<file path="src/rtl/audio_pkg.sv">
// Shared widths, saturation limits, sample types and FSM states for the
// master output gain stage.
package audio_pkg;

  localparam int DATA_W    = 16;
  localparam int GAIN_W    = 8;
  localparam int FRAC_BITS = 4;
  localparam int PROD_W    = DATA_W + GAIN_W + 1;

  localparam logic [GAIN_W-1:0] GAIN_UNITY = GAIN_W'(1 << FRAC_BITS);

  localparam int SAT_MAX = (1 << (DATA_W - 1)) - 1;
  localparam int SAT_MIN = -(1 << (DATA_W - 1));

  typedef logic signed [DATA_W-1:0] sample_t;

  typedef struct packed {
    sample_t l;
    sample_t r;
  } stereo_t;

  typedef enum logic [1:0] {
    ST_IDLE,
    ST_MUL_L,
    ST_MUL_R,
    ST_UPDATE
  } state_t;

endpackage

</file>
<file path="src/rtl/sat_scale.sv">
// Combinational signed sample x unsigned Q4.4 gain, floor shift and
// saturation to the sample range. One instance is time-shared by L and R.
module sat_scale
  import audio_pkg::*;
(
  input  sample_t           i_sample,
  input  logic [GAIN_W-1:0] i_gain,
  output sample_t           o_result,
  output logic              o_sat
);

  localparam logic signed [PROD_W-1:0] LIM_HI = PROD_W'(SAT_MAX);
  localparam logic signed [PROD_W-1:0] LIM_LO = PROD_W'(SAT_MIN);

  logic signed [PROD_W-1:0] w_a;
  logic signed [PROD_W-1:0] w_b;
  logic signed [PROD_W-1:0] w_prod;
  logic signed [PROD_W-1:0] w_shift;

  // Gain is zero-extended so it stays non-negative as a signed operand.
  assign w_a     = PROD_W'(i_sample);
  assign w_b     = PROD_W'($signed({1'b0, i_gain}));
  assign w_prod  = w_a * w_b;
  assign w_shift = w_prod >>> FRAC_BITS;

  always_comb begin
    o_sat    = 1'b0;
    o_result = w_shift[DATA_W-1:0];
    if (w_shift > LIM_HI) begin
      o_sat    = 1'b1;
      o_result = sample_t'(SAT_MAX);
    end else if (w_shift < LIM_LO) begin
      o_sat    = 1'b1;
      o_result = sample_t'(SAT_MIN);
    end
  end

endmodule

</file>
<file path="src/rtl/audio_gain_stage.sv">
// Master output gain stage: once per DAC frame, latch the stereo sample,
// ramp the gain one step toward the target, scale, saturate and flag clips.
module audio_gain_stage
  import audio_pkg::*;
#(
  parameter int RAMP_STEP = 1,
  parameter int CLIP_HOLD = 4800
) (
  input  logic                  clk,
  input  logic                  rst,
  input  logic                  AUD_DACLRCK,
  input  logic [2*DATA_W-1:0]   audioIn,
  input  logic [GAIN_W-1:0]     gainTarget,
  output logic [2*DATA_W-1:0]   audioOut,
  output logic                  outValid,
  output logic [GAIN_W-1:0]     gainCur,
  output logic                  clipL,
  output logic                  clipR,
  output logic                  overrun
);

  localparam int                CNT_W = $clog2(CLIP_HOLD + 1);
  localparam logic [GAIN_W-1:0] STEP  = GAIN_W'(RAMP_STEP);
  localparam logic [CNT_W-1:0]  HOLD  = CNT_W'(CLIP_HOLD);

  logic              r_lrck_meta;
  logic              r_lrck_sync;
  logic              r_lrck_prev;
  logic              w_strobe;

  state_t            r_state;
  state_t            w_state_next;

  stereo_t           r_sample;
  logic [GAIN_W-1:0] r_gain;
  logic [GAIN_W-1:0] w_gain_next;
  logic [GAIN_W-1:0] w_gain_diff;
  sample_t           r_res_l;
  sample_t           r_res_r;
  logic [1:0]        r_sat;
  stereo_t           r_audio_out;
  logic              r_out_valid;
  logic              r_overrun;
  logic [1:0]        w_clip;

  sample_t           w_mul_in;
  sample_t           w_mul_out;
  logic              w_mul_sat;

  // Flops reset high so a frame clock already high at reset release is not an edge.
  always_ff @(posedge clk) begin
    if (rst) begin
      r_lrck_meta <= 1'b1;
      r_lrck_sync <= 1'b1;
      r_lrck_prev <= 1'b1;
    end else begin
      r_lrck_meta <= AUD_DACLRCK;
      r_lrck_sync <= r_lrck_meta;
      r_lrck_prev <= r_lrck_sync;
    end
  end

  assign w_strobe = r_lrck_sync & ~r_lrck_prev;

  always_ff @(posedge clk) begin
    if (rst) begin
      r_state <= ST_IDLE;
    end else begin
      r_state <= w_state_next;
    end
  end

  always_comb begin
    w_state_next = r_state;
    case (r_state)
      ST_IDLE:   if (w_strobe) w_state_next = ST_MUL_L;
      ST_MUL_L:  w_state_next = ST_MUL_R;
      ST_MUL_R:  w_state_next = ST_UPDATE;
      ST_UPDATE: w_state_next = ST_IDLE;
      default:   w_state_next = ST_IDLE;
    endcase
  end

  // Step limited to the remaining distance so the ramp never overshoots.
  always_comb begin
    w_gain_diff = '0;
    w_gain_next = r_gain;
    if (gainTarget > r_gain) begin
      w_gain_diff = gainTarget - r_gain;
      w_gain_next = r_gain + ((w_gain_diff < STEP) ? w_gain_diff : STEP);
    end else if (gainTarget < r_gain) begin
      w_gain_diff = r_gain - gainTarget;
      w_gain_next = r_gain - ((w_gain_diff < STEP) ? w_gain_diff : STEP);
    end
  end

  assign w_mul_in = (r_state == ST_MUL_R) ? r_sample.r : r_sample.l;

  sat_scale u_sat_scale (
    .i_sample (w_mul_in),
    .i_gain   (r_gain),
    .o_result (w_mul_out),
    .o_sat    (w_mul_sat)
  );

  always_ff @(posedge clk) begin
    if (rst) begin
      r_sample    <= '0;
      r_gain      <= GAIN_UNITY;
      r_res_l     <= '0;
      r_res_r     <= '0;
      r_sat       <= '0;
      r_audio_out <= '0;
      r_out_valid <= 1'b0;
      r_overrun   <= 1'b0;
    end else begin
      r_out_valid <= 1'b0;
      case (r_state)
        ST_IDLE: begin
          if (w_strobe) begin
            r_sample <= audioIn;
            r_gain   <= w_gain_next;
          end
        end
        ST_MUL_L: begin
          r_res_l  <= w_mul_out;
          r_sat[1] <= w_mul_sat;
        end
        ST_MUL_R: begin
          r_res_r  <= w_mul_out;
          r_sat[0] <= w_mul_sat;
        end
        ST_UPDATE: begin
          r_audio_out <= {r_res_l, r_res_r};
          r_out_valid <= 1'b1;
        end
        default: ;
      endcase
      if (w_strobe && (r_state != ST_IDLE)) begin
        r_overrun <= 1'b1;
      end
    end
  end

  // Index 1 is the left channel, index 0 the right.
  for (genvar gi = 0; gi < 2; gi++) begin : g_clip
    logic [CNT_W-1:0] r_cnt;
    logic [CNT_W-1:0] w_cnt_next;
    logic             r_flag;

    always_comb begin
      w_cnt_next = r_cnt;
      if (r_sat[gi]) begin
        w_cnt_next = HOLD;
      end else if (r_cnt != '0) begin
        w_cnt_next = r_cnt - CNT_W'(1);
      end
    end

    always_ff @(posedge clk) begin
      if (rst) begin
        r_cnt  <= '0;
        r_flag <= 1'b0;
      end else if (r_state == ST_UPDATE) begin
        r_cnt  <= w_cnt_next;
        r_flag <= (w_cnt_next != '0);
      end
    end

    assign w_clip[gi] = r_flag;
  end

  assign audioOut = r_audio_out;
  assign outValid = r_out_valid;
  assign gainCur  = r_gain;
  assign clipL    = w_clip[1];
  assign clipR    = w_clip[0];
  assign overrun  = r_overrun;

endmodule
</file>
<file path="config.mk">
export PLATFORM = sky130hd
export DESIGN_NAME = audio_gain_stage
export DESIGN_NICKNAME = d
export VERILOG_FILES = /design/src/rtl/audio_pkg.sv /design/src/rtl/sat_scale.sv /design/src/rtl/audio_gain_stage.sv
export SDC_FILE = /design/constraint.sdc
export NUM_CORES = 1
export LEC_CHECK = 0
export CORE_AREA = 4 4 174 176
export DETAILED_ROUTE_END_ITERATION = 16
export DIE_AREA = 0 0 178 180
export PLACE_DENSITY = 0.67
export SYNTH_ARGS = -nofsm -noshare
export SYNTH_HDL_FRONTEND = slang
export SYNTH_HIERARCHICAL = 1
export SYNTH_SLANG_ARGS = --single-unit
</file>
<file path="constraint.sdc">
create_clock -name clk -period 6.8 [get_ports clk]
set_clock_uncertainty 0.15 [all_clocks]
set_input_delay 1.36 -clock clk [delete_from_list [all_inputs] [get_ports clk]]
set_output_delay 1.36 -clock clk [all_outputs]
set_load 0.02 [all_outputs]
</file>
Word-level counts from Yosys, hierarchy flattened:

Index checks and enable logic that the tools add are counted.

* input bits: 43
* output and inout bits: 44
* register bits: 141
* word-level logic and storage cells: 64

* $mul: 1
* reduce and logical (&&, ||, !) cells: 10
* magnitude comparators: 6
* multiplexer cells: 16
* bitwise operators: 2
* add/sub/neg operators: 6
* equality and inequality tests: 4

Operators with widths (count)
* two-way mux 13 bit: 4
* nonzero test 13 bit: 4
* two-way mux 16 bit: 3
* two-way mux 8 bit: 4
* subtractor 13 x 1 -> 13 bit (second input constant): 2
* multiplier 16 x 9 -> 25 bit: 1
* subtractor 8 bit: 3
* greater-than comparator 21 x 16 -> 1 bit (second input constant): 1
* < comparator 21 x 16 -> 1 bit (second input constant): 1
* < comparator 8 x 1 -> 1 bit (second input constant): 2
* adder 8 bit: 1
* greater-than comparator 8 bit: 1
* < comparator 8 bit: 1
* one-hot mux 2 bit (4 select lines): 1
* == test 2 bit (second input constant): 2
* nonzero test 2 bit: 2
* two-way mux 1 bit: 3
* AND reduction 3 bit: 1
* == test 2 x 1 -> 1 bit (second input constant): 1
* zero test 2 bit: 1
* two-way mux 2 bit: 1
* != test 2 bit (second input constant): 1
* AND reduction 2 bit: 1
* bitwise AND 1 bit: 1
* 2 further kinds: 2

Longest topological paths before layout:

* depth after elaboration: 6
* gate-level depth with buffers: 27
* gate-level depth less buffers: 24

By module:

The synthesis kept the hierarchy.

Modules (own cells, without submodules)
* audio_gain_stage: area each 7123.1 um^2, cells an instance 851, instances 1
* sat_scale: area each 4809.6 um^2, cells an instance 570, instances 1

Worst setup path after synthesis:

OpenSTA, ideal clock, no wires.

* kind: register -> register
* from: register r_state[0]
* to: register r_res_l[9]
* library setup time: 0.128 ns
* arrival: 6.196 ns
* cell stages (with the launch flop): 25
* setup slack: 0.327 ns
* clock period less this slack: 6.473 ns
* cells stage by stage: dfxtp_1 -> inv_1 -> ha_1 -> clkbuf_1 -> clkbuf_1 -> mux2_2 -> and2_1 -> fa_1 -> fa_1 -> fa_1 -> inv_1 -> fa_1 -> inv_1 -> ha_1 -> a21oi_1 -> o211ai_1 -> a221oi_4 -> o41ai_2 -> xor2_1 -> or3_1 -> o31a_1 -> buf_6 -> a21o_1 -> mux2i_1 -> nor2_1

* cells in the longest elaborated chain, start to end: 6
* elaborated cells on any way between the ends: 8
* those cells by class: mul (1); order compare (2); eq/ne (2); mux (3)

RTL lines
* start: declaration: RTL line audio_gain_stage.sv:31 `state_t r_state;`
* start signal: assignment: RTL line audio_gain_stage.sv:69 `r_state <= w_state_next;`
* == test 2 bit *: RTL line audio_gain_stage.sv:97 `assign w_mul_in = (r_state == ST_MUL_R) ? r_sample.r : r_sample.l;`
* two-way mux 16 bit *: RTL line audio_gain_stage.sv:97
* net w_mul_in[5]: RTL line audio_gain_stage.sv:46 `sample_t w_mul_in;`
* multiplier 16 x 9 -> 25 bit *: RTL line sat_scale.sv:23 `assign w_prod = w_a * w_b;`
* < comparator 21 x 16 -> 1 bit: RTL line sat_scale.sv:32 `end else if (w_shift < LIM_LO) begin`
* two-way mux 16 bit: RTL line sat_scale.sv:32
* two-way mux 16 bit *: RTL line sat_scale.sv:29 `if (w_shift > LIM_HI) begin`
* net w_mul_out[9]: RTL line audio_gain_stage.sv:47 `sample_t w_mul_out;`
* end signal: assignment: RTL line audio_gain_stage.sv:126 `r_res_l <= w_mul_out;`
* end: declaration: RTL line audio_gain_stage.sv:38 `sample_t r_res_l;`

The timed path passes the listed nets; every way through them passes the cells marked *.
A chain may end at the register's enable or synchronous reset.

Worst setup path in the final report:

* from: register r_state[0]
* to: register r_res_l[2]

Same word-level chain as after synthesis.

==> results.cfg <==
[power_and_ir_drop]
swShare = 0.323
combPwrFrac = 0.210
power.density_nw_per_um2 = 168
vdd_drop_max_v = 0.000137
p_sw_mw = 0.748
clockPowerShare = 0.407
leakage_nw = 6.15
p_int_mw = 1.57
seqPwrFrac = 0.384

[die]
io_pins = 87
die_h_um = 180
core_um2 = 28600
dieArea_um2 = 32000
die_w_um = 178
rows = 62
start_util = 0.417

[global_routing]
grt_max_degree = 97
use_met2 = 0.276
use_met3 = 0.0309
track_usage = 0.174
overflow = 0
grt_busiest_layer = met2
grtUsageMet1 = 0.245
antenna_found_initial = 0
grt_pass1_vias = 9640
grt_pass1_wl_um = 46900

[detailed_routing]
drtIter0Drc = 609
drt-wirelength-per-cell_um = 14.7
wirelength_um = 27500
post-route-drc-count = 0
vias = 9598
first_pass_iters = 5
viasPerCell = 5.13
ant_nets = 0

[synth]
yosysTopAreaCell = dfxtp_1
ys_top_cells_by_area = dfxtp_1 (24%), fa_1 (18%), ha_1 (8.0%)
synth_compound_area_frac = 0.125
ys_seq_area_frac = 0.237
synth-edff-count = 0
synthCells = 1421
synth.top_cell.area_share = 0.237
synth_top_family_by_area = adder cells
synth_xor_area_frac = 0.0272
yosysUniqueCellTypes = 72
ys_ff_latch = 141
synthSimpleGateAreaFrac = 0.201
syn_area_um2 = 11900
async_flop_share = 0
yosys.area_share.adder = 0.256
synthMuxAreaShare = 0.0730
yosysWarningCount = 6
synth_nets = 1645
avgSynthCellArea_um2 = 8.40
synthFlopType = dfxtp_1

[setup_path]
path_buf_inv = 4
crit_required_ns = 6.93
crit_path_frequent_cell = fa_1
critPathMaxFanout = 16
critPathTopFamily = adder cells
arrival_ns = 6.57
start_kind = flop
reg2regPathDepth = 22
criticalPathCategory = flop to flop
cp_cell_sequence = inv_1 > ha_4 > buf_4 > mux2_2 > and2_1 > fa_1 > fa_1 > fa_1 > inv_1 > fa_1 > inv_1 > ha_1 > a21oi_1 > o211ai_1 > a221oi_4 > o41ai_2 > xor2_1 > or3_1 > o31a_4 > a31o_1 > mux2i_1 > nor2_1
crit_slowest_cell = fa_1
timing.rr.start = r_state[0]$_SDFFE_PP0P_
rr_endpoint = r_res_l[2]$_SDFFE_PP0N_
cp_slowest_stage_delay_ns = 0.55
critPathCaptureType = flop
rrSetupSlack_ns = 0.36

[hold_path]
whs_path_depth = 1
hold_class = flop to flop
holdCritStartpoint = r_lrck_meta$_SDFF_PP1_
min_to = r_lrck_sync$_SDFF_PP1_

[finish]
diodes = 0
fillerInstances = 2702
finalInstanceArea_um2 = 13800
area_delta_synth_final_pct = 15.4
final_nets = 1699
drive_gt1_frac = 0.0659

[clock_tree]
clk_root_buffer_cell = clkbuf_16
clkSlewWorstSetupHoldPaths_ns = 0.07
cts_buffers = 17
clock_path_buffers = 2
insertion_delay_ns = 0.43
cts_tree = built
ctsHtreeMaxLevel = 4
cts_sinks = 141

[timing]
period_share = 0.947
relSlewSlack = 0.255
setup_tns_ns = 0
maxClockFrequency_mhz = 155
finalSetupViolCount = 0
timing.final.max_slew_violations = 0
worst_slew_pin_slew_ns = 1.12
fin_hold_ws_ns = 0.258
period_minus_slack_ns = 6.44
hold_violations = 0
rsz0062_at_grt = no
setup_slack_ns = 0.360

[job]
cap_violations = 0

[placement]
place_ws_ns = -0.0112
gp_congestion = 0.888
dpl_cell_area_um2 = 13100
place.detailed.hpwl_um = 20500
io_buffers = 86

[status]
status = finished, final reports clean
-- layout by cell type (no fill, tap or decap), types with 21 or more instances in the layout --
cell               n
fa_1             103
inv_1            180
a21o_1            21
nand2_1          159
and2_1            75
o21ai_0           30
dfxtp_1          141
xnor2_1           22
nor2_1           147
ha_1              69
a21oi_1           94
mux2i_1           69
clkdlybuf4s50_1   85
-- power by group through the flow --
stage | Clock, mW | Sequential [mW] | Combinational [mW]
final | 0.941 | 0.888 | 0.486
after global routing | 1.00 | 0.893 | 0.541
after CTS | 0.964 | 0.888 | 0.481
after detailed placement | 0 | 0.906 | 0.477
after global placement | 0 | 0.906 | 0.469
after floorplan | 0 | 0.893 | 0.362
-- flip-flops by register name (all words and copies together) (netlist names), 2 cells and up --
| register | count |
|---|---|
| gainCur | 8 |
| audioOut | 32 |
| r_sample | 32 |
| r_res_l | 16 |
| g_clip.r_cnt | 26 |
| r_res_r | 16 |
| r_state | 2 |
| r_sat | 2 |
-- through the flow --
step,util,cells,total power [mW]
global route,0.481,1872,2.43
global placement,0.457,1837,1.38
floorplan,-,1421,1.26
finish,0.481,1872,2.32
detailed placement,0.457,1837,1.38
CTS,0.478,1869,2.33
-- how the worst max path moves through the flow --
stage	start	end	depth (start not counted)
4_1_cts	r_state[0]$_SDFFE_PP0P_	r_res_l[2]$_SDFFE_PP0N_	24
2_1_floorplan	r_state[0]$_SDFFE_PP0P_	r_res_l[9]$_SDFFE_PP0N_	24
3_3_place_gp	r_state[0]$_SDFFE_PP0P_	r_res_l[2]$_SDFFE_PP0N_	23
6_report	r_state[0]$_SDFFE_PP0P_	r_res_l[2]$_SDFFE_PP0N_	22
5_1_grt	r_state[0]$_SDFFE_PP0P_	r_res_r[2]$_SDFFE_PP0P_	23
3_5_place_dp	r_state[0]$_SDFFE_PP0P_	r_res_l[2]$_SDFFE_PP0N_	24
-- metal layers --
layer / vias to the layer above / part of all wire
met3: 34 / 0.044
met5: - / 0
met4: 0 / 0.016
met1: 4597 / 0.48
li1: 4770 / -
met2: 197 / 0.46
-- synthesized netlist by cell type, types with 8 or more instances --
cell type,n
a211oi_1,11
nand2_1,159
mux2i_1,69
o21a_1,8
nor2_1,147
ha_1,76
nand2b_1,18
nand3_1,10
dfxtp_1,141
clkbuf_1,51
inv_1,180
fa_1,105
nor2b_1,14
or3_1,9
o211ai_1,9
and2_1,75
xor2_1,15
mux2_2,16
o21ai_0,30
nor3_1,16
nor4_1,10
a21o_1,21
xnor2_1,22
a21oi_1,96
-- repair_timing --
item                       in CTS  in global routing
hold buffers                    0                  0
gates cloned                    0                  0
buffers inserted                0                  3
setup endpoints to repair       4                 32
resized for setup               1                 13
pin swaps                       0                  3
-- final cells by class --
type / count / area (um^2) / area share
clock buffers: 17 / 425 / 0.0309
clock inverters: 15 / 188 / 0.0136
multi-input cells: 1033 / 8200 / 0.596
well taps: 384 / 480 / 0.0349
flip-flops and latches: 141 / 2820 / 0.205
inverters: 180 / 676 / 0.0491
repair buffers: 102 / 978 / 0.0710
-- cell families after synthesis --
group                    Yosys count
AND/OR/NAND/NOR                  497
AO/OA/AOI/OAI                    232
buffers and inverters            247
XOR/XNOR                          37
flip-flops                       141
multiplexers                      85
other                              1
adder cells (fa/ha/maj)          181
Power figures use the tool's default switching activity.
